**src/rtl/dram_ctrl.sv**
```systemverilog
// dram_ctrl: single-request DRAM controller driving a shared row/column A bus.
// Each request is latched, then: row select, RAS, column select, CAS, an
// optional CAS-latency wait for reads, precharge and a one-cycle response.
// Build option: define DRAM_OPEN_PAGE_EN to leave the row open after an access
// (OPEN state); a following request to the same row then starts at COL.
module dram_ctrl #(
    parameter int ROW_BITS = 11,
    parameter int COL_BITS = 11,
    parameter int CAS_LAT  = 1
) (
    input  logic                         CK,
    input  logic                         RSTn,
    input  logic                         req_valid,
    output logic                         req_ready,
    input  logic                         req_write,
    input  logic [ROW_BITS+COL_BITS-1:0] req_addr,
    input  logic [31:0]                  req_wdata,
    input  logic [3:0]                   req_wstrb,
    output logic                         rsp_valid,
    output logic [31:0]                  rsp_rdata,
    output logic                         CSn,
    output logic                         RASn,
    output logic                         CASn,
    output logic [3:0]                   WEn,
    output logic [COL_BITS-1:0]          A,
    output logic [31:0]                  D,
    input  logic [31:0]                  Q
);

    localparam int AW = ROW_BITS + COL_BITS;

    typedef enum logic [2:0] {
        S_IDLE = 3'd0,
        S_ROW  = 3'd1,
        S_RAS  = 3'd2,
        S_COL  = 3'd3,
        S_CAS  = 3'd4,
        S_WAIT = 3'd5,
        S_PRE  = 3'd6
`ifdef DRAM_OPEN_PAGE_EN
        , S_OPEN = 3'd7
`endif
    } state_t;

    state_t              state;
    state_t              state_nxt;
    logic                rdy_en;
    logic [2:0]          wait_cnt;
    logic                last_wait;
    logic                accept;
    logic [ROW_BITS-1:0] req_row;
    logic [COL_BITS-1:0] req_col;
    logic                lat_write;
    logic [ROW_BITS-1:0] lat_row;
    logic [COL_BITS-1:0] lat_col;
    logic [31:0]         lat_wdata;
    logic [3:0]          lat_wstrb;
`ifdef DRAM_OPEN_PAGE_EN
    logic                open_new;
`endif

    assign req_row   = req_addr[AW-1:COL_BITS];
    assign req_col   = req_addr[COL_BITS-1:0];
    assign accept    = req_valid && req_ready;
    assign last_wait = (wait_cnt == 3'(CAS_LAT - 1));

    // State register; reset returns to IDLE and drops any latched request
    always_ff @(posedge CK or negedge RSTn) begin
        if (!RSTn) state <= S_IDLE;
        else       state <= state_nxt;
    end

    // Next-state sequencing of the access
    always_comb begin
        state_nxt = state;
        case (state)
            S_IDLE: if (accept) state_nxt = S_ROW;
            S_ROW:  state_nxt = S_RAS;
            S_RAS:  state_nxt = S_COL;
            S_COL:  state_nxt = S_CAS;
`ifdef DRAM_OPEN_PAGE_EN
            S_CAS:  state_nxt = lat_write ? S_OPEN : S_WAIT;
            S_WAIT: if (last_wait) state_nxt = S_OPEN;
            // PRE is only reached on a row miss, so it goes straight to the new row
            S_PRE:  state_nxt = S_ROW;
            S_OPEN: if (accept) state_nxt = (req_row == lat_row) ? S_COL : S_PRE;
`else
            S_CAS:  state_nxt = lat_write ? S_PRE : S_WAIT;
            S_WAIT: if (last_wait) state_nxt = S_PRE;
            S_PRE:  state_nxt = S_IDLE;
`endif
            default: state_nxt = S_IDLE;
        endcase
    end

    // Pin and handshake decode from the current state and latched request
    always_comb begin
        CSn       = 1'b1;
        RASn      = 1'b1;
        CASn      = 1'b1;
        WEn       = 4'b1111;
        A         = '0;
        D         = '0;
        req_ready = 1'b0;
        rsp_valid = 1'b0;
        case (state)
            S_IDLE: req_ready = rdy_en;
            S_ROW: begin
                CSn = 1'b0;
                A   = COL_BITS'(lat_row);
            end
            S_RAS: begin
                CSn  = 1'b0;
                RASn = 1'b0;
                A    = COL_BITS'(lat_row);
            end
            S_COL, S_CAS: begin
                CSn  = 1'b0;
                RASn = 1'b0;
                CASn = (state == S_CAS) ? 1'b0 : 1'b1;
                A    = lat_col;
                if (lat_write) begin
                    WEn = ~lat_wstrb;
                    D   = lat_wdata;
                end
            end
            S_WAIT: begin
                CSn  = 1'b0;
                RASn = 1'b0;
                CASn = 1'b0;
                A    = lat_col;
            end
            S_PRE: begin
                CSn = 1'b0;
`ifndef DRAM_OPEN_PAGE_EN
                rsp_valid = 1'b1;
`endif
            end
`ifdef DRAM_OPEN_PAGE_EN
            S_OPEN: begin
                CSn       = 1'b0;
                RASn      = 1'b0;
                A         = COL_BITS'(lat_row);
                req_ready = 1'b1;
                rsp_valid = open_new;
            end
`endif
            default: ;
        endcase
    end

    // Control registers: ready enable after reset, CAS-latency counter
    always_ff @(posedge CK or negedge RSTn) begin
        if (!RSTn) begin
            rdy_en   <= 1'b0;
            wait_cnt <= 3'd0;
        end else begin
            rdy_en <= 1'b1;
            if (state == S_CAS)       wait_cnt <= 3'd0;
            else if (state == S_WAIT) wait_cnt <= wait_cnt + 3'd1;
        end
    end

    // Read data capture at the last WAIT edge; held across writes
    always_ff @(posedge CK or negedge RSTn) begin
        if (!RSTn)                          rsp_rdata <= 32'h0;
        else if (state == S_WAIT && last_wait) rsp_rdata <= Q;
    end

`ifdef DRAM_OPEN_PAGE_EN
    // Mark the first OPEN cycle so the completion pulse lasts one cycle
    always_ff @(posedge CK or negedge RSTn) begin
        if (!RSTn) open_new <= 1'b0;
        else       open_new <= (state_nxt == S_OPEN) && (state != S_OPEN);
    end
`endif

    // Request latch; data path only, so it carries no reset
    always_ff @(posedge CK) begin
        if (accept) begin
            lat_write <= req_write;
            lat_row   <= req_row;
            lat_col   <= req_col;
            lat_wdata <= req_wdata;
            lat_wstrb <= req_wstrb;
        end
    end

endmodule

```
**config.mk**
```make
export PLATFORM = sky130hd
export DESIGN_NAME = dram_ctrl
export DESIGN_NICKNAME = d
export VERILOG_FILES = /design/src/rtl/dram_ctrl.sv
export SDC_FILE = /design/constraint.sdc
export NUM_CORES = 1
export LEC_CHECK = 0
export ABC_CLOCK_PERIOD_IN_PS = 3200
export BUFFER_PORTS_ARGS = -buffer_cell sky130_fd_sc_hd__clkbuf_2
export CAP_MARGIN = 25
export CORE_AREA = 5 5 113 88
export CTS_CLUSTER_DIAMETER = 150
export DETAILED_ROUTE_END_ITERATION = 10
export DIE_AREA = 0 0 118 93
export GPL_TIMING_DRIVEN = 0
export PLACE_DENSITY = 0.86
export SLEW_MARGIN = 15
export SYNTH_ARGS = -nofsm -noshare
export SYNTH_HDL_FRONTEND = slang
export SYNTH_SLANG_ARGS = --single-unit
```
**constraint.sdc**
```tcl
create_clock -name CK -period 3.2 [get_ports CK]
set_input_delay 0.48 -clock CK [delete_from_list [all_inputs] [get_ports CK]]
set_output_delay 0.48 -clock CK [all_outputs]
set_load 0.01 [all_outputs]
```
==> results of run 1 <==
## sequential cells by signal, indices dropped and copies added, names as in the netlist
signal,count
rsp_rdata,32
lat_wdata,32
lat_write,1
rdy_en,1
lat_row,11
lat_col,11
wait_cnt,3
state,3
lat_wstrb,4
## Yosys cell counts (2+ instances only)
master,number,area share
a21oi_1,3,0.0038
a32oi_1,11,0.024
and2_1,34,0.053
buf_6,3,0.0084
clkbuf_1,11,0.010
dfrtp_1,39,0.24
edfxtp_1,59,0.44
ha_1,2,0.0063
inv_1,3,0.0028
mux2_2,11,0.031
mux2_4,20,0.075
mux2i_1,11,0.028
nand2_1,8,0.0075
nand2b_1,3,0.0047
nand3_1,2,0.0025
nor2b_1,3,0.0047
o21a_1,2,0.0038
o21ai_0,16,0.020
## metrics by stage
stage / utilization / hold WS [ns] / TNS (ns) / power [mW]
floorplan: - / 0.184 / 0 / 2.74
global placement: 0.573 / 0.468 / -9.86 / 3.34
detailed placement: 0.573 / 0.478 / 0 / 3.41
CTS: 0.608 / 0.311 / 0 / 4.53
global route: 0.611 / 0.0207 / 0 / 4.75
finish: 0.611 / 0.0190 / 0 / 4.48
## cell type report
type                            instances  area share
Buffer                                 16      0.0163
Clock buffer                           11      0.0434
Clock inverter                          5      0.0147
Inverter                                4     0.00327
Multi-Input combinational cell        138       0.215
Sequential cell                        98       0.512
Tap cell                              112      0.0261
Timing Repair Buffer                  178       0.169
## worst max path at each step
| stage | startpoint | endpoint | cells after the start |
|---|---|---|---|
| 2_1_floorplan | state[1]$_DFFE_PN0P_ | lat_col[0]$_DFFE_PP_ | 3 |
| 3_3_place_gp | state[1]$_DFFE_PN0P_ | lat_wdata[13]$_DFFE_PP_ | 3 |
| 3_5_place_dp | state[1]$_DFFE_PN0P_ | D[29] | 6 |
| 4_1_cts | state[1]$_DFFE_PN0P_ | D[29] | 6 |
| 5_1_grt | state[1]$_DFFE_PN0P_ | D[30] | 6 |
| 6_report | state[1]$_DFFE_PN0P_ | D[29] | 6 |
## per-layer routing
metal / wire, um / vias to the layer above / global-route usage
met1: 3390 / 1341 / 0.179
met4: 114 / 0 / 0.0497
met5: 0 / - / 0
li1: - / 1304 / -
met3: 824 / 12 / 0.0707
met2: 4830 / 111 / 0.300
## power breakdown
| part | switching [mW] | internal (mW) |
|---|---|---|
| sequential | 0.152 | 1.66 |
| clock | 0.424 | 0.682 |
| combinational | 0.839 | 0.723 |
## cell families (layout without fill, tap and decap cells)
group                      after synthesis  in the layout
DFF                                     98             98
AOI/OAI and AO/OA                       34             34
adders and majority gates                2              2
buffers and inverters                   20            214
and+or+nand+nor                         58             58
other                                    1              1
muxes                                   43             43
## worst max-delay path, cell delays in order, from the launching register on
cell and delay (ns):
dfrtp_1 0.39, clkbuf_1 0.21, nor3b_1 0.25, o21a_1 0.30
clkbuf_1 0.31, and2_1 0.20, clkbuf_2 0.14
==> summary.md, run 1 <==
| Metric | Value |
|---|---|
| Via density per instance | `just under 5` |
| Yosys cell types | `33` |
| Peak fanout along the critical path | `10` |
| Crit end category | `output pin` |
| Count of final max-slew check failures | `0` |
| Hold_buf cts | `0` |
| HP Class | `primary input to async pin` |
| Final setup viols | `0` |
| I/O pin total | `~180` |
| Fin nets | `approximately 540` |
| Pwr dens | `approximately 830 nW/um^2` |
| Simple-Gate Fraction of Synth Area | `0.0885` |
| Initial antenna violation count | `0` |
| Combinational family with the most area after synthesis | `multiplexers` |
| Worst-Skew Late Latency | `between 0.3 and 0.4 ns` |
| RSZ-0062 raised after global routing | `no` |
| Fillers | `697` |
| Worst r2r src | `state[1]$_DFFE_PN0P_` |
| Synth Area in Compound Gates | `0.0553` |
| Post-CTS resize count | `0` |
| CTS clk-pin slew, worst paths | `approximately 0.060 ns` |
| Die ar. | `between 10000 and 15000 sq um` |
| Status | `complete, no violations` |
| Main synth FF type | `edfxtp_1` |
| Drt wl/cell | `~16 um` |
| DRT Pass-1 Iters | `4` |
| Crit start category | `flip-flop` |
| Rows | `30` |
| Flops & latches, synth | `slightly below 100` |
| Leak | `2.44 nW` |
| F_max | `approximately 0.38 GHz` |
| Final hold violations | `0` |
| Post-route ant nets | `0` |
| Max VDD drop | `around 440 uV` |
| EDFF count, synth | `slightly below 60` |
| Share of cells above drive strength 1 | `0.513` |
| Commonest cells after routing, fill and taps aside | `177 x clkbuf_2, 59 x edfxtp_1, 39 x dfrtp_1` |
| CTS tree | `built` |
| Area of the multi-input gates | `around 1200 sq um` |
| Final period util | `0.817` |
| Initial DRC Count | `77` |
| Num CTS Buffers | `9` |
| Setup Skew | `0.00850 ns` |
| Hpwl dp | `7.00 mm` |
| Layout area overhead | `34.0%` |
| Post-synthesis sequential area ratio | `0.686` |
| Wire length of the first global-routing pass | `around 15 mm` |
| Fin area | `5360 sq um` |
| Htree depth | `3` |
| Post-Synthesis Cells | `~260` |
| Least-Margin Pin Slew | `approximately 0.74 ns` |
| Routability Congestion | `roughly 0.81` |
| ANT cells | `0` |
| Number of global-route vias before repair | `a little over 3000` |
| Routed WL | `9.16 mm` |
| Largest net degree at the start of global routing | `60` |
| Crit path DAT | `around 2.1 ns` |
| Initial core utilization | `0.456` |
| Cell area after synthesis | `~4000 sq um` |
| Worst EP required | `roughly 2.7 ns` |
| Clock Sinks | `98` |
| Most common cell after layout, fill and taps aside | `clkbuf_2` |
| Pre-CTS setup slack | `roughly 0.91 ns` |
| Layout Cells excl Fill | `562` |
| Cells after DPL | `about 550` |
| Mux share of post-synthesis cell area | `0.136` |
| Max transition margin | `0.506` |
| Syn Nets | `about 350` |
| Post-CTS setup buffers | `0` |
| Max cap viols | `0` |
| # DRC | `0` |
| Final worst slack | `approximately 0.58 ns` |
| IO buf count | `between 150 and 200` |
| CTS Root Cell | `clkbuf_16` |
| Avg Inst Size Synth | `roughly 16 sq um` |
| FF-to-FF setup slack | `1.01 ns` |
| Area post-placement | `5030 sq um` |
| Grt ovf | `0` |
| Chip height | `93 um` |
| Core area | `8780 sq um` |
| Vias | `2768` |
| Post-Synth Adder-Cell Area | `0.00625` |
| Crit path kind | `flip-flop to output pin` |
| Die Width | `about 120 um` |
| CTS Buffer Depth | `2` |
| Worst r2r dst | `lat_wdata[31]$_DFFE_PP_` |
| Post-layout min period | `around 2.6 ns` |
| R2r worst-path depth | `3` |
| FFs w/ async S/R, synth | `0.398` |
| YS warnings | `0` |
| GRT Util Overall | `0.166` |
| Xor-xnor portion of the synthesized cell area | `0` |
| Register area | `around 2700 sq um` |
No activity file was read; power rests on OpenSTA's default activity.
==> run 2, diff against run 1 <==
ABC_CLOCK_PERIOD_IN_PS = 2200   (was 3200)
CORE_AREA = 5 5 119 93   (was 5 5 113 88)
DIE_AREA = 0 0 124 98   (was 0 0 118 93)
PLACE_DENSITY = 0.81   (was 0.86)
clock period = 2.2 ns   (was 3.2 ns; I/O delays follow)
==> run 2 against run 1 <==
  * Power rose by 48%
  * First-iteration DRC count rose by 57%
  * Combinational power rose by 53%
  * Non-clock buffer count rose by 1
  * Clock-buffer cell count rose by 2
  * Worst setup slack got worse by 0.50 ns
  * Sequential share of layout area fell by 1.1 points
  * Hold slack improved by 0.15 ns
  * Critical path type unchanged
==> summary.md, run 2 (synthesis gave the netlist of run 1 again) <==
| Metric | Value |
|---|---|
| Post-route ant nets | `0 (unchanged)` |
| HP Class | `primary input to flip-flop` |
| Num CTS Buffers | `9 (unchanged)` |
| F_max | `roughly 0.47 GHz` |
| Critical Path Most Common Cell | `buf_4` |
| Status | `complete, no violations` |
| Die Width | `124 um (+5.1%)` |
| # DRC | `0 (unchanged)` |
| Final hold violations | `0 (unchanged)` |
| IO buf count | `177 (unchanged)` |
| Routed WL | `9.60 mm (+4.8%)` |
| Htree depth | `3 (unchanged)` |
| Final period util | `0.963` |
| Commonest cells after routing, fill and taps aside | `180 x clkbuf_2, 59 x edfxtp_1, 38 x dfrtp_1` |
| Max VDD drop | `606 uV (+38%)` |
| Rows | `32 (+6.7%)` |
| Crit-path leading delay family | `buffers and inverters` |
| CTS tree | `built` |
| Cell Int Power | `4.47 mW (+46%)` |
| Layout Cells excl Fill | `589 (+4.8%)` |
| WP buf/inv | `3 (unchanged)` |
| Initial DRC Count | `121 (+57%)` |
| Setup Skew | `0.00625 ns (-0.00225 ns)` |
| Layout area overhead | `37.1%` |
| CTS Root Cell | `clkbuf_16` |
| Largest registers | `lat_wdata: 32 flops, rsp_rdata: 32 flops` |
| DRT Pass-1 Iters | `4 (unchanged)` |
| CTS clk-pin slew, worst paths | `0.06 ns (about the same)` |
| ANT cells | `0 (unchanged)` |
| Peak fanout along the critical path | `10 (unchanged)` |
| Worst-Skew Late Latency | `0.33 ns (about the same)` |
| Most common cell after layout, fill and taps aside | `clkbuf_2` |
| Clock Sinks | `98 (unchanged)` |
| FF-to-FF setup slack | `0.27 ns (-0.74 ns)` |
| Fin nets | `544 (+0.55%)` |
| Wire length of the first global-routing pass | `14.5 mm (-0.57%)` |
| Die ar. | `12200 sq um (+11%)` |
| Cells after DPL | `569 (+4.4%)` |
| Hpwl dp | `6.90 mm (-1.3%)` |
| Core area | `9890 sq um (+13%)` |
| Logic pwr share | `0.360 (+0.011)` |
| Worst r2r src | `state[2]$_DFFE_PN0P_` |
| Worst r2r dst | `lat_wstrb[0]$_DFFE_PP_` |
| Largest net degree at the start of global routing | `60 (unchanged)` |
| Share of cells above drive strength 1 | `0.547 (+0.0341)` |
| Crit start category | `flip-flop` |
| Crit end category | `output pin` |
| Worst hold stages | `1` |
| Leak | `2.50 nW (+2.8%)` |
| Max transition margin | `0.650 (+0.144)` |
| Vias | `2817 (+1.8%)` |
| R2r worst-path depth | `3 (unchanged)` |
| Hold_sp | `req_wdata[30]` |
| Sequence of cells on the critical path | `buf_4 -> nor3b_4 -> o21a_4 -> buf_4 -> and2_1 -> clkbuf_2` |
| GRT Util Overall | `0.153 (-0.0136)` |
| Crit path kind | `flip-flop to output pin` |
| Initial antenna violation count | `0 (unchanged)` |
| Max cap viols | `0 (unchanged)` |
| Final setup viols | `0 (unchanged)` |
| Chip height | `98 um (+5.4%)` |
| Count of final max-slew check failures | `0 (unchanged)` |
| Switching Fraction | `0.323 (+0.00735)` |
| I/O pin total | `178 (unchanged)` |
| Pwr dens | `1200 nW/um^2 (+44%)` |
| P_sw | `2.14 mW (+51%)` |
| CTS Buffer Depth | `2 (unchanged)` |
| Least-Margin Pin Slew | `0.525 ns (-0.217 ns)` |
| CP max-delay cell | `dfrtp_1` |
| Clock power share | `0.239 (-0.008)` |
| Drt wl/cell | `16.3 um (about the same)` |
| Worst EP required | `1.87 ns (-0.85 ns)` |
| Initial core utilization | `0.405 (-0.0510)` |
| Number of global-route vias before repair | `2987 (-1.2%)` |
| Post-layout min period | `roughly 2.1 ns` |
| Largest stage delay, worst path | `0.38 ns (about the same)` |
| Crit path DAT | `1.79 ns (-0.35 ns)` |
| RSZ-0062 raised after global routing | `yes` |
| Power after layout | `6.61 mW (+48%)` |
| WHS Endpoint | `lat_wdata[30]$_DFFE_PP_` |
| Sequential Power Share | `0.401 (-0.003)` |
| Grt ovf | `0 (unchanged)` |
| Routability Congestion | `0.786 (-2.5%)` |
| Via density per instance | `4.78 (-2.9%)` |
==> run 2: cell count changes in the layout (fill, tap and decap cells not counted), moves of 2 or more <==
cell,before,now
buf_4,1,4
buf_6,3,5
bufinv_16,2,0
clkbuf_1,13,3
clkbuf_16,9,11
clkbuf_2,177,180
clkinv_2,0,2
clkinvlp_4,2,0
o21a_4,0,2
==> run 2: worst reg2reg max path: cells and delay by family (launching register included) <==
family	cells	cell delay [ns]
buffers and inverters	1	0.19
and+or+nand+nor	2	0.96
DFF	1	0.41
==> run 2: power groups by stage <==
| stage | sequential, mW | clock, mW | combinational (mW) |
|---|---|---|---|
| 2_1_floorplan | 2.76 | 0 | 1.23 |
| 3_3_place_gp | 2.62 | 0 | 2.23 |
| 3_5_place_dp | 2.66 | 0 | 2.29 |
| 4_1_cts | 2.64 | 1.62 | 2.33 |
| 5_1_grt | 2.70 | 1.72 | 2.58 |
| 6_report | 2.65 | 1.58 | 2.38 |
==> run 2: repair_timing <==
item                                    in CTS  in global routing
cloned                                       1                  1
hold endpoints to repair                     0                  8
resized for setup                            9                 24
pin swaps                                    2                  3
hold buffers                                 0                  1
endpoints found under the setup margin      40                104
buffers inserted                             1                  0
==> run 2: metrics by stage <==
stage                     utilization  hold slack (ns)  cell area, sq um  setup slack, ns  TNS [ns]
after floorplan                     -           0.0344              4010           0.0623         0
after global placement          0.512            0.467              5060           0.0400         0
after detailed placement        0.512            0.488              5060           0.0478         0
after CTS                       0.546            0.154              5400          0.00472         0
after global routing            0.555            0.142              5490          -0.0350    -0.148
final                           0.555            0.167              5490           0.0811         0
==> run 2: cell type report <==
cell class	count	area (sq um)
Fill cell	835	4400
Timing Repair Buffer	180	923
Clock buffer	13	293
Inverter	4	17.5
Buffer	15	114
Multi-Input combinational cell	140	1200
Sequential cell	98	2750
Tap cell	136	170
Clock inverter	3	18.8
==> run 2: routing by layer <==
layer / wire [um] / GRT usage / vias up
met1: 3730 / 0.174 / 1368
li1: - / - / 1315
met3: 827 / 0.0602 / 16
met5: 0 / 0 / -
met4: 154 / 0.0455 / 0
met2: 4890 / 0.264 / 118
==> run 2: how the worst max path moves through the flow <==
stage                     slack (ns)  depth (start not counted)                 start                       to
final                           0.08                          6  state[1]$_DFFE_PN0P_                    D[18]
after global routing           -0.03                          6  state[2]$_DFFE_PN0P_                     A[5]
after CTS                      0.005                          6  state[1]$_DFFE_PN0P_                    D[10]
after detailed placement        0.05                          3  state[1]$_DFFE_PN0P_  lat_wdata[26]$_DFFE_PP_
after global placement          0.04                          3  state[1]$_DFFE_PN0P_  lat_wdata[30]$_DFFE_PP_
after floorplan                 0.06                          3  state[1]$_DFFE_PN0P_     lat_col[0]$_DFFE_PP_
